===== config.mk =====
export PLATFORM = sky130hd
export DESIGN_NAME = axi_lrsc_ctrl
export DESIGN_NICKNAME = d
export VERILOG_FILES = /design/src/rtl/axi_lrsc_pkg.sv /design/src/rtl/axi_lrsc_sat_cnt.sv /design/src/rtl/axi_lrsc_ctrl.sv
export SDC_FILE = /design/constraint.sdc
export NUM_CORES = 1
export LEC_CHECK = 0
export BUFFER_PORTS_ARGS = -buffer_cell sky130_fd_sc_hd__buf_2
export CORE_AREA = 2 2 124 126
export CTS_BUF_LIST = sky130_fd_sc_hd__clkbuf_16
export CTS_CLUSTER_DIAMETER = 100
export DETAILED_ROUTE_END_ITERATION = 6
export DIE_AREA = 0 0 126 128
export GPL_TIMING_DRIVEN = 1
export PLACE_DENSITY = 0.66
export SKIP_LAST_GASP = 1
export SLEW_MARGIN = 20
export SYNTH_ARGS = -nofsm -noshare
export SYNTH_HDL_FRONTEND = slang
export SYNTH_SLANG_ARGS = --single-unit

===== constraint.sdc =====
create_clock -name clk_i -period 5.12 [get_ports clk_i]
set_clock_uncertainty 0.15 [all_clocks]
set_input_delay 0.256 -clock clk_i [delete_from_list [all_inputs] [get_ports clk_i]]
set_output_delay 0.256 -clock clk_i [all_outputs]
set_load 0.02 [all_outputs]

===== src/rtl/axi_lrsc_pkg.sv =====
// Shared types for the LR/SC reservation controller: command opcodes,
// controller states and the statistics counter width.
package axi_lrsc_pkg;

  typedef enum logic [1:0] {
    OP_WRITE = 2'b00,
    OP_LR    = 2'b01,
    OP_SC    = 2'b10,
    OP_READ  = 2'b11
  } lrsc_op_e;

  typedef enum logic [2:0] {
    IDLE,
    SET,
    CHECK,
    CLR,
    RSP
  } lrsc_state_e;

  localparam int unsigned CNT_WIDTH = 16;

endpackage


===== src/rtl/axi_lrsc_sat_cnt.sv =====
// Saturating up-counter with synchronous clear; sticks at all-ones.
module axi_lrsc_sat_cnt
  import axi_lrsc_pkg::*;
#(
  parameter int unsigned WIDTH = CNT_WIDTH
) (
  input  logic             clk_i,
  input  logic             clr_i,
  input  logic             inc_i,
  output logic [WIDTH-1:0] cnt_o
);

  logic [WIDTH-1:0] cnt_q, cnt_d;

  always_comb begin
    cnt_d = cnt_q;
    if (inc_i && (cnt_q != {WIDTH{1'b1}})) begin
      cnt_d = cnt_q + {{(WIDTH-1){1'b0}}, 1'b1};
    end
  end

  always_ff @(posedge clk_i) begin
    if (clr_i) begin
      cnt_q <= '0;
    end else begin
      cnt_q <= cnt_d;
    end
  end

  assign cnt_o = cnt_q;

endmodule


===== src/rtl/axi_lrsc_ctrl.sv =====
// LR/SC reservation controller: serialises one command at a time against an
// external reservation table. Define AXI_LRSC_STATS_EN to build SC counters.
module axi_lrsc_ctrl
  import axi_lrsc_pkg::*;
#(
  parameter int unsigned AXI_ADDR_WIDTH = 64,
  parameter int unsigned AXI_ID_WIDTH   = 4
) (
  input  logic                      clk_i,
  input  logic                      rst_i,
  input  logic                      cmd_valid_i,
  output logic                      cmd_ready_o,
  input  logic [1:0]                cmd_op_i,
  input  logic [AXI_ADDR_WIDTH-1:0] cmd_addr_i,
  input  logic [AXI_ID_WIDTH-1:0]   cmd_id_i,
  output logic [AXI_ADDR_WIDTH-1:0] clr_addr_o,
  output logic                      clr_req_o,
  input  logic                      clr_gnt_i,
  output logic [AXI_ADDR_WIDTH-1:0] set_addr_o,
  output logic [AXI_ID_WIDTH-1:0]   set_id_o,
  output logic                      set_req_o,
  input  logic                      set_gnt_i,
  output logic [AXI_ADDR_WIDTH-1:0] check_addr_o,
  output logic [AXI_ID_WIDTH-1:0]   check_id_o,
  output logic                      check_req_o,
  input  logic                      check_gnt_i,
  input  logic                      check_res_i,
  output logic                      rsp_valid_o,
  input  logic                      rsp_ready_i,
  output logic [AXI_ID_WIDTH-1:0]   rsp_id_o,
  output logic                      rsp_ok_o,
  output logic [CNT_WIDTH-1:0]      sc_ok_cnt_o,
  output logic [CNT_WIDTH-1:0]      sc_fail_cnt_o
);

  if (AXI_ADDR_WIDTH == 0 || AXI_ID_WIDTH == 0) begin : g_bad_param
    $fatal(1, "axi_lrsc_ctrl: AXI_ADDR_WIDTH and AXI_ID_WIDTH must be non-zero");
  end

  lrsc_state_e               state_q;
  logic [AXI_ADDR_WIDTH-1:0] addr_q;
  logic [AXI_ID_WIDTH-1:0]   id_q;
  logic                      cmd_ready_q;
  logic                      set_req_q;
  logic                      check_req_q;
  logic                      clr_req_q;
  logic                      rsp_valid_q;
  logic                      rsp_ok_q;

  // All outputs are registered; a grant is consumed in the cycle it is seen
  // and the next request or response appears on the following edge.
  always_ff @(posedge clk_i) begin
    if (rst_i) begin
      state_q     <= IDLE;
      addr_q      <= '0;
      id_q        <= '0;
      cmd_ready_q <= 1'b1;
      set_req_q   <= 1'b0;
      check_req_q <= 1'b0;
      clr_req_q   <= 1'b0;
      rsp_valid_q <= 1'b0;
      rsp_ok_q    <= 1'b0;
    end else begin
      case (state_q)
        IDLE: begin
          if (cmd_valid_i && cmd_ready_q) begin
            addr_q      <= cmd_addr_i;
            id_q        <= cmd_id_i;
            cmd_ready_q <= 1'b0;
            case (lrsc_op_e'(cmd_op_i))
              OP_LR: begin
                state_q   <= SET;
                set_req_q <= 1'b1;
              end
              OP_SC: begin
                state_q     <= CHECK;
                check_req_q <= 1'b1;
              end
              OP_WRITE: begin
                state_q   <= CLR;
                clr_req_q <= 1'b1;
              end
              default: begin
                state_q     <= RSP;
                rsp_valid_q <= 1'b1;
                rsp_ok_q    <= 1'b1;
              end
            endcase
          end
        end
        SET: begin
          if (set_gnt_i) begin
            state_q     <= RSP;
            set_req_q   <= 1'b0;
            rsp_valid_q <= 1'b1;
            rsp_ok_q    <= 1'b1;
          end
        end
        CHECK: begin
          // A live reservation means the SC wins and must consume it.
          if (check_gnt_i) begin
            check_req_q <= 1'b0;
            if (check_res_i) begin
              state_q   <= CLR;
              clr_req_q <= 1'b1;
            end else begin
              state_q     <= RSP;
              rsp_valid_q <= 1'b1;
              rsp_ok_q    <= 1'b0;
            end
          end
        end
        CLR: begin
          if (clr_gnt_i) begin
            state_q     <= RSP;
            clr_req_q   <= 1'b0;
            rsp_valid_q <= 1'b1;
            rsp_ok_q    <= 1'b1;
          end
        end
        RSP: begin
          if (rsp_ready_i) begin
            state_q     <= IDLE;
            rsp_valid_q <= 1'b0;
            rsp_ok_q    <= 1'b0;
            cmd_ready_q <= 1'b1;
          end
        end
        default: begin
          state_q <= IDLE;
        end
      endcase
    end
  end

  assign cmd_ready_o  = cmd_ready_q;
  assign set_req_o    = set_req_q;
  assign check_req_o  = check_req_q;
  assign clr_req_o    = clr_req_q;
  assign set_addr_o   = addr_q;
  assign check_addr_o = addr_q;
  assign clr_addr_o   = addr_q;
  assign set_id_o     = id_q;
  assign check_id_o   = id_q;
  assign rsp_valid_o  = rsp_valid_q;
  assign rsp_ok_o     = rsp_ok_q;
  assign rsp_id_o     = id_q;

`ifdef AXI_LRSC_STATS_EN
  logic sc_q;
  logic rsp_hs;
  logic sc_ok_inc;
  logic sc_fail_inc;

  always_ff @(posedge clk_i) begin
    if (rst_i) begin
      sc_q <= 1'b0;
    end else if (cmd_valid_i && cmd_ready_q) begin
      sc_q <= (lrsc_op_e'(cmd_op_i) == OP_SC);
    end
  end

  // SC outcomes are counted when the response is actually taken.
  assign rsp_hs      = rsp_valid_q && rsp_ready_i;
  assign sc_ok_inc   = rsp_hs && sc_q && rsp_ok_q;
  assign sc_fail_inc = rsp_hs && sc_q && !rsp_ok_q;

  axi_lrsc_sat_cnt #(.WIDTH(CNT_WIDTH)) u_ok_cnt (
    .clk_i (clk_i),
    .clr_i (rst_i),
    .inc_i (sc_ok_inc),
    .cnt_o (sc_ok_cnt_o)
  );

  axi_lrsc_sat_cnt #(.WIDTH(CNT_WIDTH)) u_fail_cnt (
    .clk_i (clk_i),
    .clr_i (rst_i),
    .inc_i (sc_fail_inc),
    .cnt_o (sc_fail_cnt_o)
  );
`else
  assign sc_ok_cnt_o   = '0;
  assign sc_fail_cnt_o = '0;
`endif

endmodule


# --- Word-level counts from Yosys, hierarchy flattened ---
# Cells that the tools add are included.
op_classes:
  n_eq_ne: 17
  n_mux: 36
  order_cmp: 0
  reduce_logical: 16
  bitwise: 0
  div_mod_pow: 0
  shifts: 0
  add_sub_neg: 0
  n_mul: 0
op_table:
  columns: ["operator", "count"]
  rows:
  - ["$mux 1", 22]
  - ["$mux 3", 6]
  - ["$ne 2x2->1 const B", 8]
  - ["$pmux 3 s5", 1]
  - ["$pmux 1 s5", 2]
  - ["$pmux 3 s3", 1]
  - ["$reduce_and 4->1", 2]
  - ["$reduce_and 8->1", 1]
  - ["$eq 3x2->1 const B", 2]
  - ["$ne 2x1->1 const B", 3]
  - ["$pmux 1 s2", 3]
  - ["$reduce_and 6->1", 1]
  - ["$reduce_bool 2->1", 3]
  - ["$reduce_and 5->1", 1]
  - ["$reduce_bool 5->1", 1]
  - ["$eq 3x1->1 const B", 1]
  - ["$eq 3x3->1 const B", 1]
  - ["$logic_not 3->1", 1]
  - ["$pmux 1 s3", 1]
  - ["$reduce_and 3->1", 1]
  - ["$reduce_bool 3->1", 1]
  - ["$reduce_or 3->1", 1]
  - ["$eq 2x1->1 const B", 1]
  - ["$eq 2x2->1 const B", 1]
  - ["other kinds (3)", 3]
totals:
  in_bits: 78
  word_cells: 78
  latch_bits: 0
  out_inout_bits: 242
  register_bits: 77
  romBits: 0
  ram_bits: 0
  n_memories: 0

# --- Depth between registers and ports, before layout ---
depth:
  depth_word: 5
  depth_mapped: 8
  ltp_nobuf: 5

# --- Worst setup path after synthesis ---
# OpenSTA, ideal clock, no wires.
synth_path:
  path_type: "register to register"
  startpoint: "register cmd_ready_q, in the netlist cmd_ready_o"
  endpoint: "register rsp_ok_q, in the netlist rsp_ok_o"
  stages_incl_launch_ff: 6
  arrival_ns: 1.548
  synth_period_minus_slack_ns: 1.786
  setup_ns: 0.088
  required_ns: 4.882
  setup_slack_ns: 3.334
  n_path_buf: 0
  cell_sequence: "dfxtp_1 nand2_1 o211ai_4 nand3_4 or3_4 o32ai_2"
synth_via:
  elab_chain_cells: 3
synth_rtl:
  columns: ["item", "line_no", "rtl"]
  rows:
  - ["start, declared", "axi_lrsc_ctrl.sv:43", "logic cmd_ready_q;"]
  - ["start signal, assigned", "axi_lrsc_ctrl.sv:57", "cmd_ready_q <= 1'b1;"]
  - ["start signal, assigned", "axi_lrsc_ctrl.sv:69", "cmd_ready_q <= 1'b0;"]
  - ["start signal, assigned", "axi_lrsc_ctrl.sv:126", "cmd_ready_q <= 1'b1;"]
  - ["$logic_and 1x1->1", "axi_lrsc_ctrl.sv:66", "if (cmd_valid_i && cmd_ready_q) begin"]
  - ["$ne 2x2->1 (no line)", null, null]
  - ["$reduce_and 8->1 (no line)", null, null]
  - ["end signal, assigned", "axi_lrsc_ctrl.sv:62", "rsp_ok_q <= 1'b0;"]
  - ["end signal, assigned", "axi_lrsc_ctrl.sv:86", "rsp_ok_q <= 1'b1;"]
  - ["end signal, assigned", "axi_lrsc_ctrl.sv:96", "rsp_ok_q <= 1'b1;"]
  - ["end, declared", "axi_lrsc_ctrl.sv:48", "logic rsp_ok_q;"]
# Every way passes these cells.
# A chain may end at the register's enable or synchronous reset.

# --- Worst setup path after layout ---
layout_path:
  startpoint: "register state_q[0]"
  endpoint: "register addr_q[31], in the netlist check_addr_o[31]"
layout_via:
  elab_chain_cells: 2
layout_rtl:
  columns: ["item", "line_no", "rtl"]
  rows:
  - ["start, declared", "axi_lrsc_ctrl.sv:40", "lrsc_state_e state_q;"]
  - ["start signal, assigned", "axi_lrsc_ctrl.sv:54", "state_q <= IDLE;"]
  - ["start signal, assigned", "axi_lrsc_ctrl.sv:72", "state_q <= SET;"]
  - ["start signal, assigned", "axi_lrsc_ctrl.sv:76", "state_q <= CHECK;"]
  - ["$logic_not 3->1", "axi_lrsc_ctrl.sv:64", "case (state_q)"]
  - ["$reduce_and 2->1 (no line)", null, null]
  - ["end signal, assigned", "axi_lrsc_ctrl.sv:67", "addr_q <= cmd_addr_i;"]
  - ["end, declared", "axi_lrsc_ctrl.sv:41", "logic [AXI_ADDR_WIDTH-1:0] addr_q;"]
# Every way passes these cells.

==> flow_metrics.tcl <==
set metrics [dict create \
    critical_path_class "reg2reg" \
    yosys_most_used_dff "sky130_fd_sc_hd__dfxtp_1" \
    cts-resized-gates 0 \
    ys_top_cells_by_count "sky130_fd_sc_hd__buf_4 (173), sky130_fd_sc_hd__nand2_1 (141), sky130_fd_sc_hd__dfxtp_1 (77), sky130_fd_sc_hd__a21oi_1 (75), sky130_fd_sc_hd__clkbuf_1 (13)" \
    p_sw_share_pct 46.9 \
    synth.cell_area_sq_mm 0.00420 \
    synth_most_common_cell "sky130_fd_sc_hd__buf_4" \
    first_global_vias 3215 \
    rows 45 \
    place_congestion 0.760 \
    postCtsSetupRepairBufs 0 \
    grt_max_degree 69 \
    total_switching_power_w 0.00143 \
    slew_viol_final 0 \
    async_reset_ff_share_pct 0 \
    initial_core_util_pct 28.3 \
    worst_setup_path_end_kind "register" \
    wl_per_cell_um 12.0 \
    timing.critical_path.from_type "register" \
    clkSlewWorstSetupHoldPaths_ns 0.06 \
    period_minus_slack_ns 2.42 \
    layout.cell_area.non_filler_sq_mm 0.00549 \
    timing.critical_path.fanout_max 36 \
    path_buf_inv 1 \
    min-delay-start "cmd_addr_i[57]" \
    cts_sinks 77 \
    setup_violations 0 \
    drc_errors 0 \
    power_density_mw_per_mm2 556 \
    worstReg2RegStart "state_q[0]" \
    p_int_w 0.00162 \
    crit_path_max_incr_delay_ns 0.58 \
    setup.worst_path.start "state_q[0]" \
    final-instance-count-excl-fill 923 \
    relSlewSlack_pct 48.3 \
    grt_setup_unrepaired "no" \
    tightestPinTransition_ns 0.776 \
    ys_seq_area_share_pct 36.7 \
    num_vias 3771 \
    netlist_top_cells_area "sky130_fd_sc_hd__dfxtp_1 (37%), sky130_fd_sc_hd__buf_4 (31%), sky130_fd_sc_hd__nand2_1 (13%)" \
    worst_hold_path.endpoint "check_addr_o[57]" \
    worst_r2r_endpoint "check_addr_o[31]" \
    core_region_area_sq_mm 0.0149 \
    final_cycle_share_pct 47.3 \
    first_pass_grt_wire_length_um 16500 \
    worstSetupPathDepth 5 \
    final_antenna_net_count 0 \
    timing.reg2reg.setup_slack_ns 2.70 \
    setup_tns_ns 0 \
    timing.fmax_mhz 413 \
    cpMaxStageDelayCell "sky130_fd_sc_hd__nand3_2" \
    grt_util_all_layers_pct 12.7 \
    outcome "finished clean" \
    num_io_pins 320 \
    critPathRequiredTime_ns 5.15 \
    vias_per_cell 4.09 \
    p_leak_nw 2.92 \
    ctsLongestPathBuffers 2 \
    yosysTopAreaCell "sky130_fd_sc_hd__dfxtp_1" \
    ctsHtreeMaxLevel 3 \
    drt_wl_total_um 11100 \
    p_clk_share_pct 20.4 \
    floorplan.die.height_um 128 \
    timing.final.hold_violations 0 \
    synth.ff_latch_count 77 \
    hold-path-cell-count 3 \
    layout.nets 807 \
    dp_cell_count 846 \
    cts_buffers 9 \
    timing.critical_path.cells "nor3_4 -> nand3_2 -> buf_4 -> nand2_1 -> a21oi_1" \
    port_buffer_cells 287 \
    max_cap_viol_count 0 \
    synth_cell_types 37 \
    ir_worst_vdd_uv 204 \
    synth-edff-count 0 \
    ys.warnings.count 0 \
    worstPathArrival_ns 2.45 \
    synth_top_area_share_pct 36.7 \
    synthesis.instances 533 \
    cpLargestDelayFamily "simple AND/OR/NAND/NOR gates" \
    clk_latency_ns 0.33 \
    dpl.hpwl_um 7410 \
    die_x_um 126 \
    area_growth_syn_to_layout_pct 30.7 \
    dpl_cell_area_sq_mm 0.00460 \
    reg2regPathDepth 5 \
    total_power_w 0.00305 \
    drt-initial-drc-count 115 \
    hold_class "in2reg" \
    power.share.sequential_pct 30.4 \
    global_route.overflow_total 0 \
    synthesis.area_per_instance_sq_um 7.89 \
    drive_gt1_share_pct 42.9 \
    root_buffer "sky130_fd_sc_hd__clkbuf_16" \
    fp.dieArea_sq_mm 0.0161 \
    tritoncts "built" \
    drt_first_pass_iters 4 \
    grt_antenna_before_repair 1 \
    power_frac_comb_pct 49.2 \
]
-- registers in the layout (all words and copies together), names as in the netlist --
| signal | flops |
|---|---|
| state_q | 3 |
| rsp_ok_o | 1 |
| check_req_o | 1 |
| set_req_o | 1 |
| check_addr_o | 64 |
| check_id_o | 4 |
| rsp_valid_o | 1 |
| clr_req_o | 1 |
| cmd_ready_o | 1 |
-- metrics by stage --
stage / hold slack [ns] / worst slack, ns / utilization (%)
final: 0.0204 / 2.70 / 36.9
after global placement: 0.313 / 2.63 / 30.9
after floorplan: 0.221 / 3.33 / -
after global routing: 0.0127 / 2.45 / 36.9
after detailed placement: 0.321 / 2.62 / 30.9
after CTS: 0.0000281 / 2.62 / 36.9
-- worst register-to-register path, stage by stage, from the launching register on --
cell and delay (ns):
sky130_fd_sc_hd__dfxtp_1 0.50, sky130_fd_sc_hd__nor3_4 0.30, sky130_fd_sc_hd__nand3_2 0.58, sky130_fd_sc_hd__buf_4 0.53, sky130_fd_sc_hd__nand2_1 0.14, sky130_fd_sc_hd__a21oi_1 0.07
-- cell families after synthesis --
family,Yosys count,synth area share (%)
other cells,1,0.0892
buf+inv,198,34.0
mux,2,0.476
compound gates,87,11.5
simple gates,168,17.2
flops,77,36.7
-- layout by cell type (no fill, tap or decap), types with 3 or more instances in the layout --
cell type	n
sky130_fd_sc_hd__a21oi_1	75
sky130_fd_sc_hd__nand2_1	141
sky130_fd_sc_hd__inv_1	3
sky130_fd_sc_hd__nand2b_1	3
sky130_fd_sc_hd__conb_1	32
sky130_fd_sc_hd__buf_4	3
sky130_fd_sc_hd__dlygate4sd3_1	60
sky130_fd_sc_hd__clkbuf_16	9
sky130_fd_sc_hd__buf_2	287
sky130_fd_sc_hd__dfxtp_1	77
sky130_fd_sc_hd__nor2_1	6
-- timing repair --
item                                    in CTS  in global routing
hold buffers                                60                  0
endpoints found under the setup margin       0                  0
endpoints found under the hold margin       60                  0
-- power by group through the flow --
stage	logic [W]	clock network, W	registers [W]
after floorplan	0.00122	0	0.00106
after global placement	0.00147	0	0.000936
after detailed placement	0.00148	0	0.000940
after CTS	0.00151	0.000653	0.000927
after global routing	0.00162	0.000677	0.000954
final	0.00150	0.000623	0.000927
-- final cells by class --
class / instances / area, sq um
Clock buffer: 9 / 225
Antenna cell: 1 / 2.50
Clock inverter: 7 / 66.3
Fill cell: 1567 / 9370
Tap cell: 188 / 235
Timing Repair Buffer: 350 / 2060
Multi-Input combinational cell: 289 / 1350
Inverter: 2 / 7.51
Sequential cell: 77 / 1540
-- how the worst max path moves through the flow --
stage | to | slack [ns]
after floorplan | rsp_ok_o | 3.33
after global placement | check_req_o | 2.63
after detailed placement | check_req_o | 2.62
after CTS | check_req_o | 2.62
after global routing | check_req_o | 2.45
final | check_addr_o[31] | 2.70
-- layer usage --
metal / vias up / GRT usage [%] / wire length (um)
met1: 1700 / 15.1 / 4590
li1: 1893 / - / -
met3: 11 / 3.34 / 761
met4: 0 / 4.91 / 144
met2: 167 / 22.0 / 5610
met5: - / 0 / 0
Power figures use the tool's default switching activity.
